`src/rtl/phy_tx_multilane_pkg.sv`:
```
// Shared definitions for the multilane PHY transmitter.
//   - default comma (COM) and idle (IDL) symbols
//   - FSM state encoding (ST_SYNC, ST_ACTIVE)
//   - frame content selector used by the striping mux
package phy_tx_multilane_pkg;

    localparam logic [7:0] COM_SYM = 8'hBC;
    localparam logic [7:0] IDL_SYM = 8'h7C;

    typedef enum logic {
        ST_SYNC   = 1'b0,
        ST_ACTIVE = 1'b1
    } state_t;

    typedef enum logic [1:0] {
        SEL_COM  = 2'd0,
        SEL_IDL  = 2'd1,
        SEL_DATA = 2'd2
    } frame_sel_t;

    // Byte k of a word travels on lane k%LANES in slot k/LANES.
    function automatic int byte_index(input int slot, input int lane, input int lanes);
        return slot * lanes + lane;
    endfunction

endpackage

```
`src/rtl/phy_tx_multilane_ser.sv`:
```
// Per-lane frame serializer: parallel load of one FRAME_BITS-wide frame,
// then shifts left one bit per clock; the MSB is the lane's serial bit.
// Ports:
//   clk_32f  in   bit clock
//   reset    in   synchronous active-high reset (line driven low)
//   i_load   in   load i_frame on this edge instead of shifting
//   i_frame  in   FRAME_BITS frame for this lane, first bit in MSB
//   o_bit    out  serial bit (register MSB, no combinational input path)
module phy_tx_multilane_ser #(
    parameter int FRAME_BITS = 16
) (
    input  logic                  clk_32f,
    input  logic                  reset,
    input  logic                  i_load,
    input  logic [FRAME_BITS-1:0] i_frame,
    output logic                  o_bit
);

    logic [FRAME_BITS-1:0] r_shift;

    always_ff @(posedge clk_32f) begin
        if (reset) begin
            r_shift <= '0;
        end else if (i_load) begin
            r_shift <= i_frame;
        end else begin
            r_shift <= {r_shift[FRAME_BITS-2:0], 1'b0};
        end
    end

    assign o_bit = r_shift[FRAME_BITS-1];

endmodule

```
`src/rtl/phy_tx_multilane.sv`:
```
// Multilane PHY transmitter. Words accepted over valid/ready are parked in a
// one-entry hold register and striped byte-wise across LANES serial lanes,
// MSB-first. After reset or a sync request N_COM all-COM frames are sent;
// afterwards each frame carries the held word, or IDL when nothing is held.
// Ports:
//   clk_32f      in   bit clock, all logic on rising edge
//   reset        in   synchronous active-high reset
//   data_in      in   DATA_W word to transmit
//   valid_in     in   data_in valid (transfer on valid_in && in_ready)
//   in_ready     out  hold register empty and not in reset
//   sync_req     in   request a new COM sequence (latched)
//   serial_out   out  one serial bit per lane
//   frame_start  out  first bit of a frame is on serial_out
//   tx_active    out  frames currently loaded are ACTIVE (not sync) frames
module phy_tx_multilane
    import phy_tx_multilane_pkg::*;
#(
    parameter int         DATA_W = 32,
    parameter int         LANES  = 2,
    parameter int         N_COM  = 4,
    parameter logic [7:0] COM    = COM_SYM,
    parameter logic [7:0] IDL    = IDL_SYM
) (
    input  logic              clk_32f,
    input  logic              reset,
    input  logic [DATA_W-1:0] data_in,
    input  logic              valid_in,
    output logic              in_ready,
    input  logic              sync_req,
    output logic [LANES-1:0]  serial_out,
    output logic              frame_start,
    output logic              tx_active
);

    localparam int FRAME_BITS = DATA_W / LANES;
    localparam int SLOTS      = FRAME_BITS / 8;
    localparam int CNT_W      = $clog2(FRAME_BITS);
    localparam int CW         = $clog2(N_COM + 1);

    logic [CNT_W-1:0]  r_cnt;
    state_t            r_state;
    logic [CW-1:0]     r_com_cnt;
    logic              r_hold_full;
    logic [DATA_W-1:0] r_hold;
    logic              r_sync_latch;
    logic              r_frame_start;
    logic              r_tx_active;

    logic              w_boundary;
    logic              w_sync_done;
    logic              w_accept;
    frame_sel_t        w_sel;
    logic [FRAME_BITS-1:0] w_lane_frame [LANES];

    assign w_boundary  = (r_cnt == CNT_W'(FRAME_BITS - 1));
    // A SYNC sequence is complete once N_COM COM frames have been loaded;
    // the frame after that is decided by the ACTIVE rules.
    assign w_sync_done = (r_state == ST_ACTIVE) || (r_com_cnt >= CW'(N_COM));
    assign in_ready    = ~r_hold_full & ~reset;
    assign w_accept    = valid_in & in_ready;

    always_comb begin
        w_sel = SEL_COM;
        if (w_sync_done && !r_sync_latch) begin
            w_sel = r_hold_full ? SEL_DATA : SEL_IDL;
        end
    end

    // Striping mux: slot 0 occupies the top byte of each lane frame.
    always_comb begin
        for (int l = 0; l < LANES; l++) begin
            w_lane_frame[l] = '0;
            for (int s = 0; s < SLOTS; s++) begin
                case (w_sel)
                    SEL_DATA: w_lane_frame[l][FRAME_BITS-1-8*s -: 8] =
                                  r_hold[DATA_W-1-8*byte_index(s, l, LANES) -: 8];
                    SEL_IDL:  w_lane_frame[l][FRAME_BITS-1-8*s -: 8] = IDL;
                    default:  w_lane_frame[l][FRAME_BITS-1-8*s -: 8] = COM;
                endcase
            end
        end
    end

    always_ff @(posedge clk_32f) begin
        if (reset) begin
            r_cnt         <= CNT_W'(FRAME_BITS - 1);
            r_state       <= ST_SYNC;
            r_com_cnt     <= '0;
            r_hold_full   <= 1'b0;
            r_sync_latch  <= 1'b0;
            r_frame_start <= 1'b0;
            r_tx_active   <= 1'b0;
        end else begin
            r_cnt         <= w_boundary ? '0 : r_cnt + 1'b1;
            r_frame_start <= w_boundary;

            // A request arriving on the edge that consumes the latch is kept.
            if (w_boundary && w_sync_done && r_sync_latch) begin
                r_sync_latch <= sync_req;
            end else begin
                r_sync_latch <= r_sync_latch | sync_req;
            end

            if (w_boundary) begin
                if (!w_sync_done) begin
                    r_com_cnt <= r_com_cnt + 1'b1;
                end else if (r_sync_latch) begin
                    // This COM frame is the first of the new sequence.
                    r_state     <= ST_SYNC;
                    r_com_cnt   <= CW'(1);
                    r_tx_active <= 1'b0;
                end else begin
                    r_state     <= ST_ACTIVE;
                    r_com_cnt   <= '0;
                    r_tx_active <= 1'b1;
                    r_hold_full <= 1'b0;
                end
            end

            // Accept only happens while hold is empty, so it never races the clear.
            if (w_accept) begin
                r_hold_full <= 1'b1;
            end
        end
    end

    always_ff @(posedge clk_32f) begin
        if (w_accept) begin
            r_hold <= data_in;
        end
    end

    for (genvar gl = 0; gl < LANES; gl++) begin : g_lane
        phy_tx_multilane_ser #(
            .FRAME_BITS(FRAME_BITS)
        ) u_ser (
            .clk_32f (clk_32f),
            .reset   (reset),
            .i_load  (w_boundary),
            .i_frame (w_lane_frame[gl]),
            .o_bit   (serial_out[gl])
        );
    end

    assign frame_start = r_frame_start;
    assign tx_active   = r_tx_active;

endmodule
```
`config.mk`:
```
export PLATFORM = sky130hd
export DESIGN_NAME = phy_tx_multilane
export DESIGN_NICKNAME = d
export VERILOG_FILES = /design/src/rtl/phy_tx_multilane_pkg.sv /design/src/rtl/phy_tx_multilane_ser.sv /design/src/rtl/phy_tx_multilane.sv
export SDC_FILE = /design/constraint.sdc
export NUM_CORES = 1
export LEC_CHECK = 0
export BUFFER_PORTS_ARGS = -buffer_cell sky130_fd_sc_hd__buf_2
export CAP_MARGIN = 20
export CORE_ASPECT_RATIO = 1.25
export CORE_MARGIN = 2
export CORE_UTILIZATION = 50
export CTS_CLUSTER_DIAMETER = 100
export DETAILED_ROUTE_END_ITERATION = 16
export PLACE_DENSITY = 0.74
export SYNTH_ARGS = -nofsm -noshare
export SYNTH_HDL_FRONTEND = slang
export SYNTH_SLANG_ARGS = --single-unit
```
`constraint.sdc`:
```
create_clock -name clk_32f -period 1.5 [get_ports clk_32f]
set_input_delay 0.225 -clock clk_32f [delete_from_list [all_inputs] [get_ports clk_32f]]
set_output_delay 0.225 -clock clk_32f [all_outputs]
set_load 0.02 [all_outputs]
```
==> flow_summary.toml, run 1 <==
[global_route]
grt.met2_usage_pct = 26.1
grt_overflow = 0
grt_busiest_layer = "met2"
grt_use_met1_pct = 18.4
grt_util_met3_pct = 4.47
grt_max_degree = 42
grt_pass1_vias = 1623
grt.total_usage_pct = 15.8
grt_pass1_wl_um = 7110
antenna_found_initial = 0

[logic_synthesis]
ys_ff_latch = 75
async_reset_ff_share_pct = 0
synth_flop_cell = "dfxtp_1"
synth_seq_area_share_pct = 67.7
synthesis.nets = 263
ys_warn_count = 0
synthCells = 225
yosys.area.top_type = "edfxtp_1"
avgSynthCellArea_um2 = 12.0
synth.area.top_cells = "edfxtp_1, dfxtp_1, nor2_1"
synth.lib_cells_used.distinct = 28
synth_edf_count = 32
syn-cell-area_um2 = 2690
synth_top_cell_area_share_pct = 35.7

[setup_path]
worst-path-buf-inv = 1
crit_path_end_kind = "flop"
cp_num_cells = 5
slowest_stage = "dfxtp_1"
critical_path.top_delay_family = "flip-flops"
worst-setup-path-type = "flop to flop"
start_kind = "flop"
critPathMaxStageDelay_ps = 370
crit_fanout = 28
required_ps = 1730
cp_cell_sequence = "ha_2 -> and3_4 -> buf_12 -> nand4_1 -> a21oi_1"
worstPathArrival_ps = 1660
reg2reg_depth = 5

[timing]
min_period_over_period_pct = 94.9
finalCriticalPeriod_ps = 1420
rsz0062_at_grt = "false"
fin_ws_ps = 77.0
setup_viol = 0
drv_slew = 0
worstMarginPinSlew_ps = 453
finalClockSkew_ps = 7.70
hold_viol = 0
fmax_ghz = 0.703
setup_tns_ps = 0
max-slew-margin-rel_pct = 69.8

[clock_tree]
cts_buffers = 9
cts_tree = "built"
worstSkewPairLatency_ps = 330
numClockSinks = 75
root_buffer = "clkbuf_8"
cts_hold_buf = 0
cts_resized = 0
cts.htree.levels = 3
cts_buffer_depth = 2
clkTransAtPathRegs_ps = 70
post-cts-setup-buffers = 0

[worst_hold_path]
min_path_cells = 1
hold_path_class = "input port to flop"

[route]
drc = 0
ant_nets = 0
totalWireLength_um = 4350
drtIter0Drc = 93
vias = 1714
drtPass1Iterations = 4
vias_per_cell = 5.13
wl_per_cell_um = 13.0

[place]
io_buffers = 40
dp.final_hpwl_um = 2860
dpl.cell_count = 318
pre_cts_slack_ps = 32.7
gp_congestion = 0.708

[run]
max_cap_violations = 0

[final_layout]
antennaDiodeCount = 0
utilization_pct = 61.5
area_growth_pct = 17.0
drive_gt1_share_pct = 28.3
final_cells = 334
nets = 305
multi_input_area_um2 = 763
fillers = 399
seq_area_um2 = 1820

[floorplanning]
die_x_um = 69.6
num_rows = 29
start_util_pct = 52.6
io_pins = 41
die_h_um = 86.0
core_um2 = 5120
dieArea_um2 = 5990

[pwr]
powerDensity_nw_per_um2 = 1520
ir_drop_mv = 1.26
leakage_nw = 1.21

[run_status]
status = "finished, final reports clean"
[registers in the layout, summed over array words and instances, names as in the netlist]
signal / cells
frame_start: 1
g_lane.u_ser.r_shift: 32
r_cnt: 4
r_com_cnt: 3
r_hold: 32
r_hold_full: 1
r_sync_latch: 1
tx_active: 1
[path summary, 6_finish.rpt]
check                                        start  slack [ps]                                     to
max                            r_cnt[1]$_SDFF_PP1_          80  g_lane[0].u_ser.r_shift[1]$_SDFF_PP0_
max reg2reg                    r_cnt[1]$_SDFF_PP1_          80  g_lane[0].u_ser.r_shift[1]$_SDFF_PP0_
min reg2reg  g_lane[1].u_ser.r_shift[5]$_SDFF_PP0_         430  g_lane[1].u_ser.r_shift[6]$_SDFF_PP0_
min                                    data_in[17]          70                   r_hold[17]$_DFFE_PP_
[layer usage]
metal,part of all wire (%),vias to the layer above,wire length (um)
li1,-,875,-
met1,44,801,1890
met2,51,34,2230
met3,3.8,4,165
met4,1.4,0,63
met5,0,-,0
[where the power goes]
part / switching, W / internal, W
clock: 0.000640 / 0.000808
sequential: 0.0000942 / 0.00237
combinational: 0.000487 / 0.000370
[worst reg2reg max path: stages (launching register included)]
cell and delay, ps:
dfxtp_1 370, ha_2 240, and3_4 220, buf_12 170
nand4_1 120, a21oi_1 210
[synth_stat cells (5+ instances only)]
cell type / count
nand2b_1: 5
a21oi_1: 16
edfxtp_1: 32
clkbuf_1: 8
nand3_1: 7
nand4_1: 6
a211oi_1: 11
nand2_1: 16
buf_6: 5
nor2_1: 39
a211oi_2: 9
dfxtp_1: 43
[cell families after synthesis]
kind of cell,count (synthesis),share of synthesized area (%)
XOR/XNOR,1,0.326
buffers and inverters,19,4.46
adder cells (fa/ha/maj),2,0.930
AND/OR/NAND/NOR,82,13.6
flip-flops,75,67.7
AO/OA/AOI/OAI,46,12.9
[cell type report]
cell class                      count  share of cell area, %
Clock buffer                       13                   4.73
Clock inverter                      3                   1.23
Inverter                            1                  0.119
Multi-Input combinational cell    131                   24.3
Sequential cell                    75                   57.9
Tap cell                           62                   2.47
Timing Repair Buffer               49                   9.30
[per-stage QoR]
stage	cell area [um2]	hold slack (ps)	total power [W]
after detailed placement	2950	403	0.00335
after CTS	3130	52.6	0.00480
final	3150	70.8	0.00477
after global routing	3150	44.1	0.00502
after global placement	2950	402	0.00333
after floorplan	2690	324	0.00312
[cell usage in the layout (no fill, tap or decap), types with 3 or more instances in the layout]
cell,synthesis,final
clkbuf_1,8,3
o21bai_1,3,3
a211oi_2,9,9
nand2b_1,5,5
a21oi_1,16,16
nor2_1,39,39
clkbuf_8,0,10
nand2_1,16,16
buf_2,3,40
a211oi_1,11,11
nand4_1,6,6
buf_4,2,7
nand3_1,7,6
dfxtp_1,43,43
edfxtp_1,32,32
Power figures use the tool's default switching activity.
==> run 2: changes to the inputs <==
--- a/config.mk
+++ b/config.mk
@@ -7,12 +7,14 @@
 export LEC_CHECK = 0
 export BUFFER_PORTS_ARGS = -buffer_cell sky130_fd_sc_hd__buf_2
 export CAP_MARGIN = 20
+export CELL_PAD_IN_SITES_DETAIL_PLACEMENT = 0
+export CELL_PAD_IN_SITES_GLOBAL_PLACEMENT = 1
 export CORE_ASPECT_RATIO = 1.25
 export CORE_MARGIN = 2
-export CORE_UTILIZATION = 50
+export CORE_UTILIZATION = 40
 export CTS_CLUSTER_DIAMETER = 100
 export DETAILED_ROUTE_END_ITERATION = 16
-export PLACE_DENSITY = 0.74
+export PLACE_DENSITY_LB_ADDON = 0.1
 export SYNTH_ARGS = -nofsm -noshare
 export SYNTH_HDL_FRONTEND = slang
 export SYNTH_SLANG_ARGS = --single-unit
==> run 2 against run 1 <==
Worst hold slack worse by 24 ps. Clock power up 17%. Critical path depth unchanged. Clock skew up 3.5 ps. Sequential power about the same. Highest routed layer unchanged.
==> flow_summary.toml, run 2 (synthesized netlist as in run 1, its figures left out) <==
[global_route]
antenna_found_initial = 0
grt_util_met3_pct = 3.13
grt_max_degree = 42
grt_pass1_wl_um = 8200
grt_use_met1_pct = 17.1
grt.met2_usage_pct = 24.9
grt_overflow = 0
grt_busiest_layer = "met2"
grt.total_usage_pct = 14.7
grt_pass1_vias = 1836

[setup_path]
r2r_slack_ps = 130
reg2reg_depth = 5
worstPathArrival_ps = 1640
required_ps = 1770
crit_path_end_kind = "flop"
cp_cell_sequence = "ha_2 -> and3_4 -> buf_12 -> nand4_1 -> a21oi_1"
start_kind = "flop"
worst-setup-path-type = "flop to flop"
slowest_stage = "dfxtp_1"
crit_fanout = 27
critPathMaxStageDelay_ps = 370

[timing]
drv_slew = 0
hold_viol = 0
setup_viol = 0
fmax_ghz = 0.730
finalClockSkew_ps = 11.2
max-slew-margin-rel_pct = 68.3
rsz0062_at_grt = "false"
worstMarginPinSlew_ps = 476
min_period_over_period_pct = 91.3
setup_tns_ps = 0
hold_ws_ps = 46.6
finalCriticalPeriod_ps = 1370

[route]
totalWireLength_um = 4850
vias_per_cell = 4.78
ant_nets = 0
drtIter0Drc = 110
drc = 0
vias = 1729
wl_per_cell_um = 13.4
drtPass1Iterations = 4

[floorplanning]
io_pins = 41
start_util_pct = 41.2
num_rows = 33
die_x_um = 77.4
core_um2 = 6520
die_h_um = 95.7
dieArea_um2 = 7400

[clock_tree]
worstSkewPairLatency_ps = 350
cts_buffer_depth = 2
cts_tree = "built"
cts_buffers = 9
numClockSinks = 75
post-cts-setup-buffers = 0
cts.htree.levels = 3
root_buffer = "clkbuf_8"
clkTransAtPathRegs_ps = 80

[pwr]
clkPwrFrac_pct = 33.8
powerDensity_nw_per_um2 = 1550
power_frac_comb_pct = 17.1
ir_drop_mv = 0.683
switchingPower_w = 0.00130
seq_power_share_pct = 49.1
leakage_nw = 1.25
internal-power_w = 0.00373
sw_frac_of_total_pct = 25.9

[final_layout]
antennaDiodeCount = 0
drive_gt1_share_pct = 29.8
area_growth_pct = 20.6
mostFrequentLayoutCell = "dfxtp_1"
nets = 308
final_cell_mix = "dfxtp_1, buf_2, nor2_1"
top_regs = "g_lane.u_ser.r_shift: 32 flops, r_hold: 32 flops, r_cnt: 4 flops"

[worst_hold_path]
hold_path_class = "input port to flop"
min_path_cells = 1

[place]
gp_congestion = 0.723
io_buffers = 40
dp.final_hpwl_um = 3150

[run]
max_cap_violations = 0

[run_status]
status = "finished, final reports clean"
## run 2: cell count changes in the layout (fill, tap and decap cells not counted)
cell | before | now
bufinv_16 | 1 | 2
clkinv_4 | 0 | 1
buf_4 | 7 | 9
clkbuf_1 | 3 | 2
buf_12 | 2 | 3
clkinv_1 | 1 | 0
## run 2: worst paths after layout
kind | start | end
hold / removal | data_in[12] | r_hold[12]$_DFFE_PP_
hold reg to reg | g_lane[0].u_ser.r_shift[0]$_SDFF_PP0_ | g_lane[0].u_ser.r_shift[1]$_SDFF_PP0_
setup / recovery | r_cnt[1]$_SDFF_PP1_ | g_lane[1].u_ser.r_shift[9]$_SDFF_PP0_
setup reg to reg | r_cnt[1]$_SDFF_PP1_ | g_lane[1].u_ser.r_shift[9]$_SDFF_PP0_
## run 2: critical path: cells and delay by family, from the launching register on
| family | cells | cell delay, ps |
|---|---|---|
| AO/OA/AOI/OAI | 1 | 170 |
| adder cells (fa/ha/maj) | 1 | 240 |
| buffers and inverters | 1 | 170 |
| flip-flops | 1 | 370 |
| AND/OR/NAND/NOR | 2 | 330 |
## run 2: through the flow
stage / std cells / area [um2] / utilization [%] / power, W / worst slack [ps]
after global routing: 362 / 3240 / 49.7 / 0.00532 / 3.66
after floorplan: 225 / 2690 / - / 0.00312 / 46.3
final: 362 / 3240 / 49.7 / 0.00504 / 131
after global placement: 346 / 3010 / 46.2 / 0.00337 / 98.0
after detailed placement: 346 / 3010 / 46.2 / 0.00338 / 45.1
after CTS: 362 / 3230 / 49.5 / 0.00508 / 15.0
## run 2: area by class of cell
class                      count  area [um2]
timing repair buffer          52         328
clock inverter                 4        73.8
sequential                    75        1820
multi-input combinational    131         763
tap                           87         109
fill                         630        3280
inverter                       1        3.75
clock buffer                  12         145
## run 2: what timing repair did
action | CTS | global route
endpoints found under the setup margin | 0 | 23
hold buffers | 0 | 0
resized for setup | 0 | 3
## run 2: power by group through the flow
stage	Combinational [W]	Sequential, W	Clock (W)
global placement	0.000855	0.00251	0
global route	0.000981	0.00249	0.00184
floorplan	0.000635	0.00249	0
finish	0.000862	0.00247	0.00170
CTS	0.000872	0.00247	0.00174
detailed placement	0.000865	0.00251	0
## run 2: layer usage
layer / wire (um) / vias up
li1: - / 885
met1: 2180 / 796
met2: 2380 / 35
met3: 155 / 13
met4: 133 / 0
met5: 0 / -
